--- config.mk ---
export PLATFORM = sky130hd
export DESIGN_NAME = sram_rr_arbiter
export DESIGN_NICKNAME = d
export VERILOG_FILES = /design/src/rtl/sram_rr_arbiter.sv
export SDC_FILE = /design/constraint.sdc
export NUM_CORES = 1
export LEC_CHECK = 0
export CAP_MARGIN = 10
export CORE_ASPECT_RATIO = 1.75
export CORE_UTILIZATION = 42
export CTS_BUF_LIST = sky130_fd_sc_hd__clkbuf_4 sky130_fd_sc_hd__clkbuf_8
export CTS_CLUSTER_DIAMETER = 80
export CTS_CLUSTER_SIZE = 28
export DETAILED_ROUTE_END_ITERATION = 10
export GPL_ROUTABILITY_DRIVEN = 0
export PLACE_DENSITY = 0.82
export REMOVE_ABC_BUFFERS = 1
export SLEW_MARGIN = 0
export SYNTH_ARGS = -nofsm -noshare
export SYNTH_HDL_FRONTEND = slang
export SYNTH_SLANG_ARGS = --single-unit
--- constraint.sdc ---
create_clock -name i_clk -period 4.25 [get_ports i_clk]
set_clock_uncertainty 0.2 [all_clocks]
set_input_delay 0.425 -clock i_clk [delete_from_list [all_inputs] [get_ports i_clk]]
set_output_delay 0.425 -clock i_clk [all_outputs]
set_load 0.05 [all_outputs]
--- src/rtl/sram_rr_arbiter.sv ---
// Round-robin arbiter in front of a single-port SRAM. One requester is
// granted per cycle; the accepted command is registered onto the SRAM port,
// and read responses come back tagged with the requester id two cycles
// after acceptance.
module sram_rr_arbiter #(
   parameter int NUM_REQ    = 4,
   parameter int ID_WIDTH   = 2,
   parameter int ADDR_WIDTH = 6,
   parameter int DATA_WIDTH = 8
) (
   input  logic                           i_clk,
   input  logic                           i_rst_n,
   input  logic [NUM_REQ-1:0]             i_req_valid,
   input  logic [NUM_REQ-1:0]             i_req_write,
   input  logic [NUM_REQ*ADDR_WIDTH-1:0]  i_req_addr,
   input  logic [NUM_REQ*DATA_WIDTH-1:0]  i_req_data,
   output logic [NUM_REQ-1:0]             o_req_ready,
   output logic [NUM_REQ-1:0]             o_rsp_valid,
   output logic [ID_WIDTH-1:0]            o_rsp_id,
   output logic [DATA_WIDTH-1:0]          o_rsp_data,
   output logic [ADDR_WIDTH-1:0]          o_sram_addr,
   output logic                           o_sram_write,
   output logic                           o_sram_read,
   output logic [DATA_WIDTH-1:0]          o_sram_data,
   input  logic [DATA_WIDTH-1:0]          i_sram_data
);

   logic [ID_WIDTH-1:0]   rr_ptr;
   logic [ID_WIDTH-1:0]   grant_id;
   logic [ID_WIDTH-1:0]   cmd_id;
   logic [NUM_REQ-1:0]    grant;
   logic                  found;
   logic                  accept;
   logic [ADDR_WIDTH-1:0] sel_addr;
   logic [DATA_WIDTH-1:0] sel_data;
   logic                  sel_write;
   int                    idx;

   // Circular search from rr_ptr for the first valid requester.
   always_comb begin
      grant    = '0;
      grant_id = '0;
      found    = 1'b0;
      idx      = 0;
      for (int off = 0; off < NUM_REQ; off++) begin
         idx = int'(rr_ptr) + off;
         if (idx >= NUM_REQ) idx = idx - NUM_REQ;
         if (!found && i_req_valid[idx]) begin
            grant[idx] = 1'b1;
            grant_id   = ID_WIDTH'(idx);
            found      = 1'b1;
         end
      end
   end

   assign o_req_ready = grant;
   assign accept      = found;

   // Select the granted requester's command fields.
   always_comb begin
      sel_addr  = i_req_addr[int'(grant_id)*ADDR_WIDTH +: ADDR_WIDTH];
      sel_data  = i_req_data[int'(grant_id)*DATA_WIDTH +: DATA_WIDTH];
      sel_write = i_req_write[grant_id];
   end

   // Advance the round-robin pointer past the requester just accepted.
   always_ff @(posedge i_clk or negedge i_rst_n) begin
      if (!i_rst_n) begin
         rr_ptr <= '0;
      end else if (accept) begin
         rr_ptr <= (grant_id == ID_WIDTH'(NUM_REQ-1)) ? '0 : grant_id + 1'b1;
      end
   end

   // Command stage: register the accepted request onto the SRAM port.
   // Address/data hold their last value when idle; only the enables matter.
   always_ff @(posedge i_clk or negedge i_rst_n) begin
      if (!i_rst_n) begin
         o_sram_addr  <= '0;
         o_sram_data  <= '0;
         o_sram_write <= 1'b0;
         o_sram_read  <= 1'b0;
         cmd_id       <= '0;
      end else begin
         o_sram_write <= accept & sel_write;
         o_sram_read  <= accept & ~sel_write;
         if (accept) begin
            o_sram_addr <= sel_addr;
            o_sram_data <= sel_data;
            cmd_id      <= grant_id;
         end
      end
   end

   // Response stage: the SRAM samples a read on the same edge this loads,
   // so the strobe lines up with its registered read data.
   always_ff @(posedge i_clk or negedge i_rst_n) begin
      if (!i_rst_n) begin
         o_rsp_valid <= '0;
         o_rsp_id    <= '0;
      end else begin
         o_rsp_valid <= '0;
         if (o_sram_read) begin
            o_rsp_valid[cmd_id] <= 1'b1;
            o_rsp_id            <= cmd_id;
         end
      end
   end

   assign o_rsp_data = i_sram_data;

endmodule

==> impl_metrics.tcl, run 1 <==
set metrics [dict create \
    run_status "complete, no violations" \
    whs_path_depth 2 \
    ant_nets 0 \
    crit_slowest_cell "mux4_2" \
    cp_data_arrival_time_ns 3.19 \
    netlist_area_um2 2190 \
    routed-wl-met3_um 349 \
    dieArea_um2 5510 \
    fin_nets 413 \
    fin_crit_ns 3.81 \
    rows 34 \
    multi_input_area_um2 1360 \
    grt_overflow 0 \
    syn_inst 257 \
    grt_max_degree 25 \
    hold_end "o_sram_addr[5]" \
    clock_sinks 26 \
    via_count 2305 \
    viasPerCell 6.00 \
    path_delay_family "multiplexers" \
    grt_pass1_vias 2313 \
    register_area_um2 651 \
    cp_cell_sequence "inv_1 -> ha_1 -> mux4_2 -> nor2b_4 -> a22oi_1 -> o21ai_0 -> buf_12" \
    core_um2 4980 \
    io-pin-count 108 \
    routedWlPerCell_um 17.6 \
    path_clk_slew_ns 0.10 \
    wl_met1_mm 2.53 \
    power.total_mw 2.96 \
    hold_viol 0 \
    slew_headroom_pct 43.6 \
    postCtsHoldBufs 0 \
    seq_area_frac_synth_pct 29.7 \
    worstPathRequired_ns 3.62 \
    cts_buffers 3 \
    holdWs_ns 0.300 \
    critical_path_buf_inv_count 2 \
    hpwl_mm 5.04 \
    ys_types 47 \
    critPathKind "flop to output port" \
    cap_viol_max_count 0 \
    fmax_mhz 262 \
    maxSlewViolCount 0 \
    slowest_delay_ns 0.66 \
    final_cell_mix "87 x clkdlybuf4s50_1, 26 x dfrtp_1, 21 x nor2_1, 21 x nand2_1" \
    p_leak_nw 1.25 \
    synthArstFlopShare_pct 100 \
    drtIter0Drc 82 \
    r2r-start "rr_ptr[1]" \
    cts_tree "done" \
    grt_pass1_wl_mm 10.9 \
    r2r_cells 8 \
    top_layer "met4" \
    cts_root_buf "clkbuf_8" \
    antenna_found_initial 0 \
    area_growth_pct 45.1 \
    wirelength_mm 6.75 \
    end_kind "output port" \
    met2_length_mm 3.67 \
    min_path_type "flop to flop" \
    setup-violations-final 0 \
    avgSynthCellArea_um2 8.51 \
    path_max_fanout 14 \
    cts_buffer_depth 2 \
    gr-usage-all-layers_pct 24.6 \
    cp.depth 7 \
    power_density_nw_per_um2 933 \
    drc 0 \
    ir_drop_mv 0.945 \
    synth_edf_count 0 \
    die_y_um 97.5 \
    drive_gt1_share_pct 8.18 \
    startpoint_type "flop" \
    fillers 416 \
    initial_utilization_pct 44.0 \
    rrSetupSlack_ns 0.51 \
    antennaDiodeCount 0 \
    insertion_delay_ns 0.28 \
    numPortBuffers 91 \
    ctsResizeCount 0 \
    die_x_um 56.6 \
    ys.flop_type "dfrtp_1" \
    h-tree-depth 1 \
    ys.warnings.count 0 \
    final_common_cell "clkdlybuf4s50_1" \
    cts_setup_buffers 0 \
    holdCritStartpoint "o_sram_addr[5]" \
    ys_ff_latch 26 \
    finalCritPeriodShare_pct 89.7 \
    rr_endpoint "o_sram_data[3]" \
    grt_setup_unrepaired "no" \
    worst_pin_slew_ns 0.843 \
    dr.pass1.iters 5 \
]
-- kinds of logic after synthesis --
logic type / share of synthesized area [%]
simple gates: 23.8
compound gates: 21.7
buf+inv: 8.23
flops: 29.7
mux: 11.5
fa+ha+maj: 4.57
xor+xnor: 0.400
-- synthesized netlist by cell type, drive strengths merged, types with 2 or more instances --
cell	number	area (µm²)
a22oi	8	60.1
mux2	2	22.5
nand3b	2	15.0
or4	9	67.6
o21a	2	15.0
nor2	21	78.8
nand2b	13	81.3
nand2	22	90.1
o31ai	2	15.0
dfrtp	26	651
clkbuf	12	45.0
inv	7	26.3
mux4	4	90.1
ha	8	100
nand3	2	10.0
buf	16	109
o22ai	11	68.8
nor3	16	80.1
or2	2	12.5
o221ai	4	35.0
o211ai	10	75.1
mux2i	14	140
a21oi	5	25.0
o21ai	22	110
nor2b	3	26.3
-- flip-flops by register name, summed over array words and instances, names as in the netlist --
| signal | count |
|---|---|
| cmd_id | 2 |
| o_rsp_id | 2 |
| o_rsp_valid | 4 |
| o_sram_addr | 6 |
| o_sram_data | 8 |
| o_sram_read | 1 |
| o_sram_write | 1 |
| rr_ptr | 2 |
-- worst max path at each step --
| stage | from | endpoint | slack, ns |
|---|---|---|---|
| after floorplan | rr_ptr[0] | o_req_ready[0] | -0.05 |
| after global placement | i_req_valid[1] | o_sram_data[6] | 0.65 |
| after detailed placement | rr_ptr[1] | o_sram_data[1] | 0.56 |
| after CTS | rr_ptr[1] | o_req_ready[3] | 0.47 |
| after global routing | rr_ptr[1] | o_req_ready[3] | 0.31 |
| final | rr_ptr[1] | o_req_ready[0] | 0.44 |
-- power by group --
group	switching [mW]	total, mW	internal (mW)
logic	1.35	2.26	0.904
clock network	0.0865	0.213	0.126
registers	0.110	0.495	0.386
total	1.55	2.96	1.42
-- worst min-delay path: stages, from the launching register on --
cell and delay, ns:
dfrtp_1 0.36, nand2_1 0.05, o221ai_1 0.06
-- per-layer routing --
layer  vias up  global-route usage (%)
met4         0                    9.57
li1       1086                       -
met1      1098                    28.2
met2       103                    44.3
met5         -                       0
met3        18                    3.99
-- area by class of cell --
type / instances / share of cell area, %
Sequential cell: 26 / 20.5
Inverter: 7 / 0.827
Tap cell: 54 / 2.13
Timing Repair Buffer: 97 / 31.4
Multi-Input combinational cell: 196 / 42.9
Clock buffer: 3 / 1.30
Clock inverter: 1 / 0.946
-- stage by stage --
stage               setup TNS [ns]  instance area, µm²  utilization, %  worst slack (ns)  cells
finish                           0                3180            63.8             0.437    384
global route                     0                3180            63.8             0.309    384
CTS                              0                3180            63.8             0.469    384
detailed placement               0                3100            62.4             0.557    380
global placement                 0                3100            62.4             0.653    380
floorplan                   -0.188                2030               -           -0.0471    229
(Power assumes the default switching activity.)
==> run 2: changes to the inputs <==
Settings changed: CORE_ASPECT_RATIO 1.75 to 1.4, SETUP_SLACK_MARGIN set to 0.15.
==> impl_metrics.tcl, run 2 (synthesized netlist as in run 1, its figures left out) <==
set metrics [dict create \
    share_comb_of_total_power_pct 77.0 \
    worst_pin_slew_ns 0.817 \
    h-tree-depth 1 \
    cts_buffer_depth 2 \
    final_common_cell "clkdlybuf4s50_1" \
    die_y_um 87.4 \
    clock_sinks 26 \
    ant_nets 0 \
    critPathKind "flop to output port" \
    initial_utilization_pct 44.5 \
    numPlacedInstances 389 \
    cap_viol_max_count 0 \
    cts_tree "done" \
    grt_setup_unrepaired "no" \
    largest_register_ffs 8 \
    path_clk_slew_ns 0.09 \
    drtIter0Drc 108 \
    swShare_pct 52.3 \
    slew_headroom_pct 45.4 \
    fmax_mhz 261 \
    viasPerCell 5.79 \
    final_cell_mix "87 x clkdlybuf4s50_1, 26 x dfrtp_1, 21 x nor2_1, 21 x nand2_1" \
    p_seq_share_pct 16.0 \
    cp_cell_sequence "inv_1 -> ha_1 -> mux4_2 -> nor2b_4 -> a22oi_1 -> o21ai_0 -> buf_12" \
    rr_endpoint "o_sram_data[0]" \
    p_clk_share_pct 7.0 \
    rrSetupSlack_ns 0.49 \
    maxSlewViolCount 0 \
    grt_pass1_vias 2133 \
    run_status "complete, no violations" \
    r2r-start "rr_ptr[1]" \
    grt_overflow 0 \
    grt_max_degree 37 \
    slowest_delay_ns 0.66 \
    p_switching_mw 1.54 \
    startpoint_type "flop" \
    numPortBuffers 91 \
    core_um2 4920 \
    holdCritStartpoint "cmd_id[1]" \
    fin_nets 412 \
    crit_slowest_cell "mux4_2" \
    insertion_delay_ns 0.28 \
    dieArea_um2 5510 \
    hold_end "o_rsp_valid[1]" \
    wirelength_mm 6.39 \
    cts_root_buf "clkbuf_8" \
    end_kind "output port" \
    r2r_cells 8 \
    postCtsHoldBufs 0 \
    cp_data_arrival_time_ns 3.21 \
    internal-power_mw 1.41 \
    worstPathRequired_ns 3.62 \
    die_x_um 63.0 \
    antenna_found_initial 0 \
    gr-usage-all-layers_pct 23.6 \
    p_leak_nw 1.24 \
    whs_path_depth 1 \
    drc 0 \
    routedWlPerCell_um 16.2 \
    hold_viol 0 \
    ir_drop_mv 0.885 \
    dr.pass1.iters 4 \
    grt_pass1_wl_mm 10.2 \
    fillers 411 \
    ctsResizeCount 0 \
    setup-violations-final 0 \
    area_growth_pct 45.3 \
    path_max_fanout 14 \
    power_density_nw_per_um2 928 \
    stdcell_count 393 \
    finalCritPeriodShare_pct 90.3 \
    top_regs "o_sram_data x8, o_sram_addr x6, o_rsp_valid x4" \
    drive_gt1_share_pct 7.90 \
    hpwl_mm 4.80 \
    cts_setup_buffers 0 \
    min_path_type "flop to flop" \
    via_count 2275 \
    regMostFlops "o_sram_data" \
    io-pin-count 108 \
    finalSetupTns_ns 0 \
    antennaDiodeCount 0 \
    rows 30 \
    fin_crit_ns 3.84 \
    cts_buffers 3 \
]
==> run 2: worst max path at each step <==
stage,start,end,slack (ns),cells past startpoint
2_1_floorplan,rr_ptr[0],o_req_ready[0],-0.05,6
6_report,rr_ptr[1],o_req_ready[1],0.41,7
5_1_grt,rr_ptr[1],o_req_ready[2],0.19,7
4_1_cts,rr_ptr[1],o_req_ready[1],0.46,7
3_5_place_dp,rr_ptr[1],o_sram_data[0],0.53,8
3_3_place_gp,i_req_valid[1],o_sram_data[6],0.67,7
==> run 2: through the flow <==
step                      hold WS, ns  area [µm²]  total power, mW  utilization (%)  setup slack [ns]
after floorplan               -0.0706        2030             1.99                -           -0.0471
after global placement          0.273        3110             2.68             63.2             0.668
after detailed placement        0.289        3110             2.74             63.2             0.529
after CTS                       0.301        3180             2.95             64.7             0.455
after global routing            0.330        3180             3.14             64.7             0.193
final                           0.302        3180             2.95             64.7             0.411
==> run 2: area by class of cell <==
class	instances	area, µm²	share of cell area, %
clock inverter	1	30.0	0.944
tap	64	80.1	2.52
sequential	26	651	20.5
timing repair buffer	96	988	31.1
clock buffer	3	41.3	1.30
multi-input combinational	196	1360	42.9
inverter	7	26.3	0.826
==> run 2: power groups by stage <==
stage | clock [mW] | sequential (mW) | combinational (mW)
2_1_floorplan | 0 | 0.858 | 1.14
3_3_place_gp | 0 | 0.472 | 2.21
3_5_place_dp | 0 | 0.478 | 2.26
4_1_cts | 0.205 | 0.472 | 2.27
5_1_grt | 0.222 | 0.489 | 2.43
6_report | 0.207 | 0.472 | 2.27
==> run 2: critical path: cells and delay by family, from the launching register on <==
family	cells	cell delay (ns)
DFF	1	0.59
buffers and inverters	2	0.38
AOI/OAI and AO/OA	2	0.54
and+or+nand+nor	1	0.34
adders and majority gates	1	0.43
muxes	1	0.66
==> run 2: per-layer routing <==
layer	share of wire, %	vias up	global-route usage (%)
met5	0	-	0
met4	2.6	0	9.09
met3	6.2	13	2.49
met2	52	106	41.2
met1	39	1075	29.7
li1	-	1081	-
==> run 3: changes to the inputs <==
Settings changed: PLACE_DENSITY 0.82 to 0.8.
==> impl_metrics.tcl, run 3 (synthesized netlist as in run 1, its figures left out) <==
set metrics [dict create \
    gr-usage-met1_pct 28.5 \
    p_leak_nw 1.26 \
    grt_max_degree 37 \
    finalCritPeriodShare_pct 83.7 \
    routedWlPerCell_um 16.5 \
    antenna_found_initial 0 \
    fin_crit_ns 3.56 \
    numPortBuffers 91 \
    die_x_um 63.0 \
    share_comb_of_total_power_pct 77.5 \
    initial_utilization_pct 44.5 \
    p_seq_share_pct 15.3 \
    dr.pass1.iters 4 \
    run_status "complete, no violations" \
    swShare_pct 51.7 \
    hpwl_mm 4.87 \
    stdcell_count 396 \
    grt_pass1_vias 2265 \
    path_max_fanout 14 \
    end_kind "output port" \
    critPathKind "flop to output port" \
    cts_buffer_depth 2 \
    internal-power_mw 1.44 \
    cts_root_buf "clkbuf_8" \
    final_common_cell "clkdlybuf4s50_1" \
    setup-violations-final 0 \
    cap_viol_max_count 0 \
    slew_headroom_pct 29.2 \
    drc 0 \
    cp_data_arrival_time_ns 2.93 \
    ant_nets 0 \
    p_clk_share_pct 7.1 \
    worst_pin_slew_ns 1.06 \
    rrSetupSlack_ns 0.77 \
    ctsResizeCount 0 \
    gr-usage-all-layers_pct 24.3 \
    power_density_nw_per_um2 929 \
    cts_buffers 3 \
    postCtsHoldBufs 0 \
    r2r-start "rr_ptr[0]" \
    largest_register_ffs 8 \
    numPlacedInstances 392 \
    placed_area_um2 3130 \
    die_y_um 87.4 \
    power.total_mw 2.98 \
    holdCritStartpoint "o_sram_addr[0]" \
    startpoint_type "flop" \
    ir_drop_mv 0.847 \
    maxSlewViolCount 0 \
    regMostFlops "o_sram_data" \
    clock_sinks 26 \
    area_growth_pct 46.4 \
    hold_viol 0 \
    fmax_mhz 281 \
    via_count 2308 \
    top_regs "o_sram_data x8, o_sram_addr x6, o_rsp_valid x4" \
    cts_setup_buffers 0 \
    viasPerCell 5.83 \
    drtIter0Drc 112 \
    h-tree-depth 1 \
    core_um2 4920 \
    worstPathRequired_ns 3.62 \
    cts_tree "done" \
    antennaDiodeCount 0 \
    path_clk_slew_ns 0.10 \
    insertion_delay_ns 0.28 \
    grt_setup_unrepaired "no" \
    min_path_type "flop to flop" \
    met2_usage_pct 43.9 \
    io-pin-count 108 \
    p_switching_mw 1.54 \
    dieArea_um2 5510 \
    fillers 419 \
    rows 30 \
    gr-usage-met3_pct 2.75 \
    drive_gt1_share_pct 8.73 \
    final_cell_mix "87 x clkdlybuf4s50_1, 26 x dfrtp_1, 21 x nor2_1, 21 x nand2_1" \
    postLayoutCellArea_um2 3200 \
    critPathLaunch "rr_ptr[0]" \
    wirelength_mm 6.52 \
    fin_nets 415 \
    top_usage_layer "met2" \
    grt_pass1_wl_mm 10.6 \
    grt_overflow 0 \
]
## run 3: stage by stage
stage	utilization, %	hold WS [ns]	setup slack (ns)	setup TNS (ns)
final	65.1	0.299	0.692	0
after global routing	65.1	0.328	0.540	0
after CTS	65.1	0.307	0.742	0
after detailed placement	63.7	0.286	0.593	0
after global placement	63.7	0.272	0.659	0
after floorplan	-	-0.0706	-0.0471	-0.188
## run 3: power by group through the flow
stage | logic (mW) | clock network [mW] | registers (mW)
after floorplan | 1.14 | 0 | 0.858
after global placement | 2.26 | 0 | 0.459
after detailed placement | 2.30 | 0 | 0.462
after CTS | 2.32 | 0.211 | 0.457
after global routing | 2.47 | 0.226 | 0.470
final | 2.31 | 0.212 | 0.457
## run 3: worst paths after layout
path                                  endpoint  depth (start not counted)
worst max-delay path            o_req_ready[2]                          7
worst min-delay path            o_sram_addr[0]                          2
worst max register to register  o_sram_data[3]                          8
worst min register to register  o_sram_addr[0]                          2
max in group asynchronous       o_sram_data[7]                          2
min in group asynchronous       o_sram_data[4]                          1
## run 3: area by class of cell
class	count	area (µm²)	share of cell area [%]
Clock buffer	3	41.3	1.29
Tap cell	64	80.1	2.50
Timing Repair Buffer	99	1010	31.6
Multi-Input combinational cell	196	1360	42.6
Sequential cell	26	651	20.3
Clock inverter	1	30.0	0.938
Inverter	7	26.3	0.820
## run 3: per-layer routing
metal | vias up | share of wire (%) | wire length, µm
li1 | 1086 | - | -
met1 | 1092 | 39 | 2550
met2 | 112 | 54 | 3500
met3 | 18 | 4.8 | 311
met4 | 0 | 2.5 | 164
met5 | - | 0 | 0
## run 3: critical path, stage by stage (launching register included)
cell and delay, ns:
dfrtp_1 0.38, inv_2 0.14, ha_1 0.44, mux4_2 0.66
nor2b_4 0.33, a22oi_1 0.11, o21ai_0 0.40, buf_12 0.20
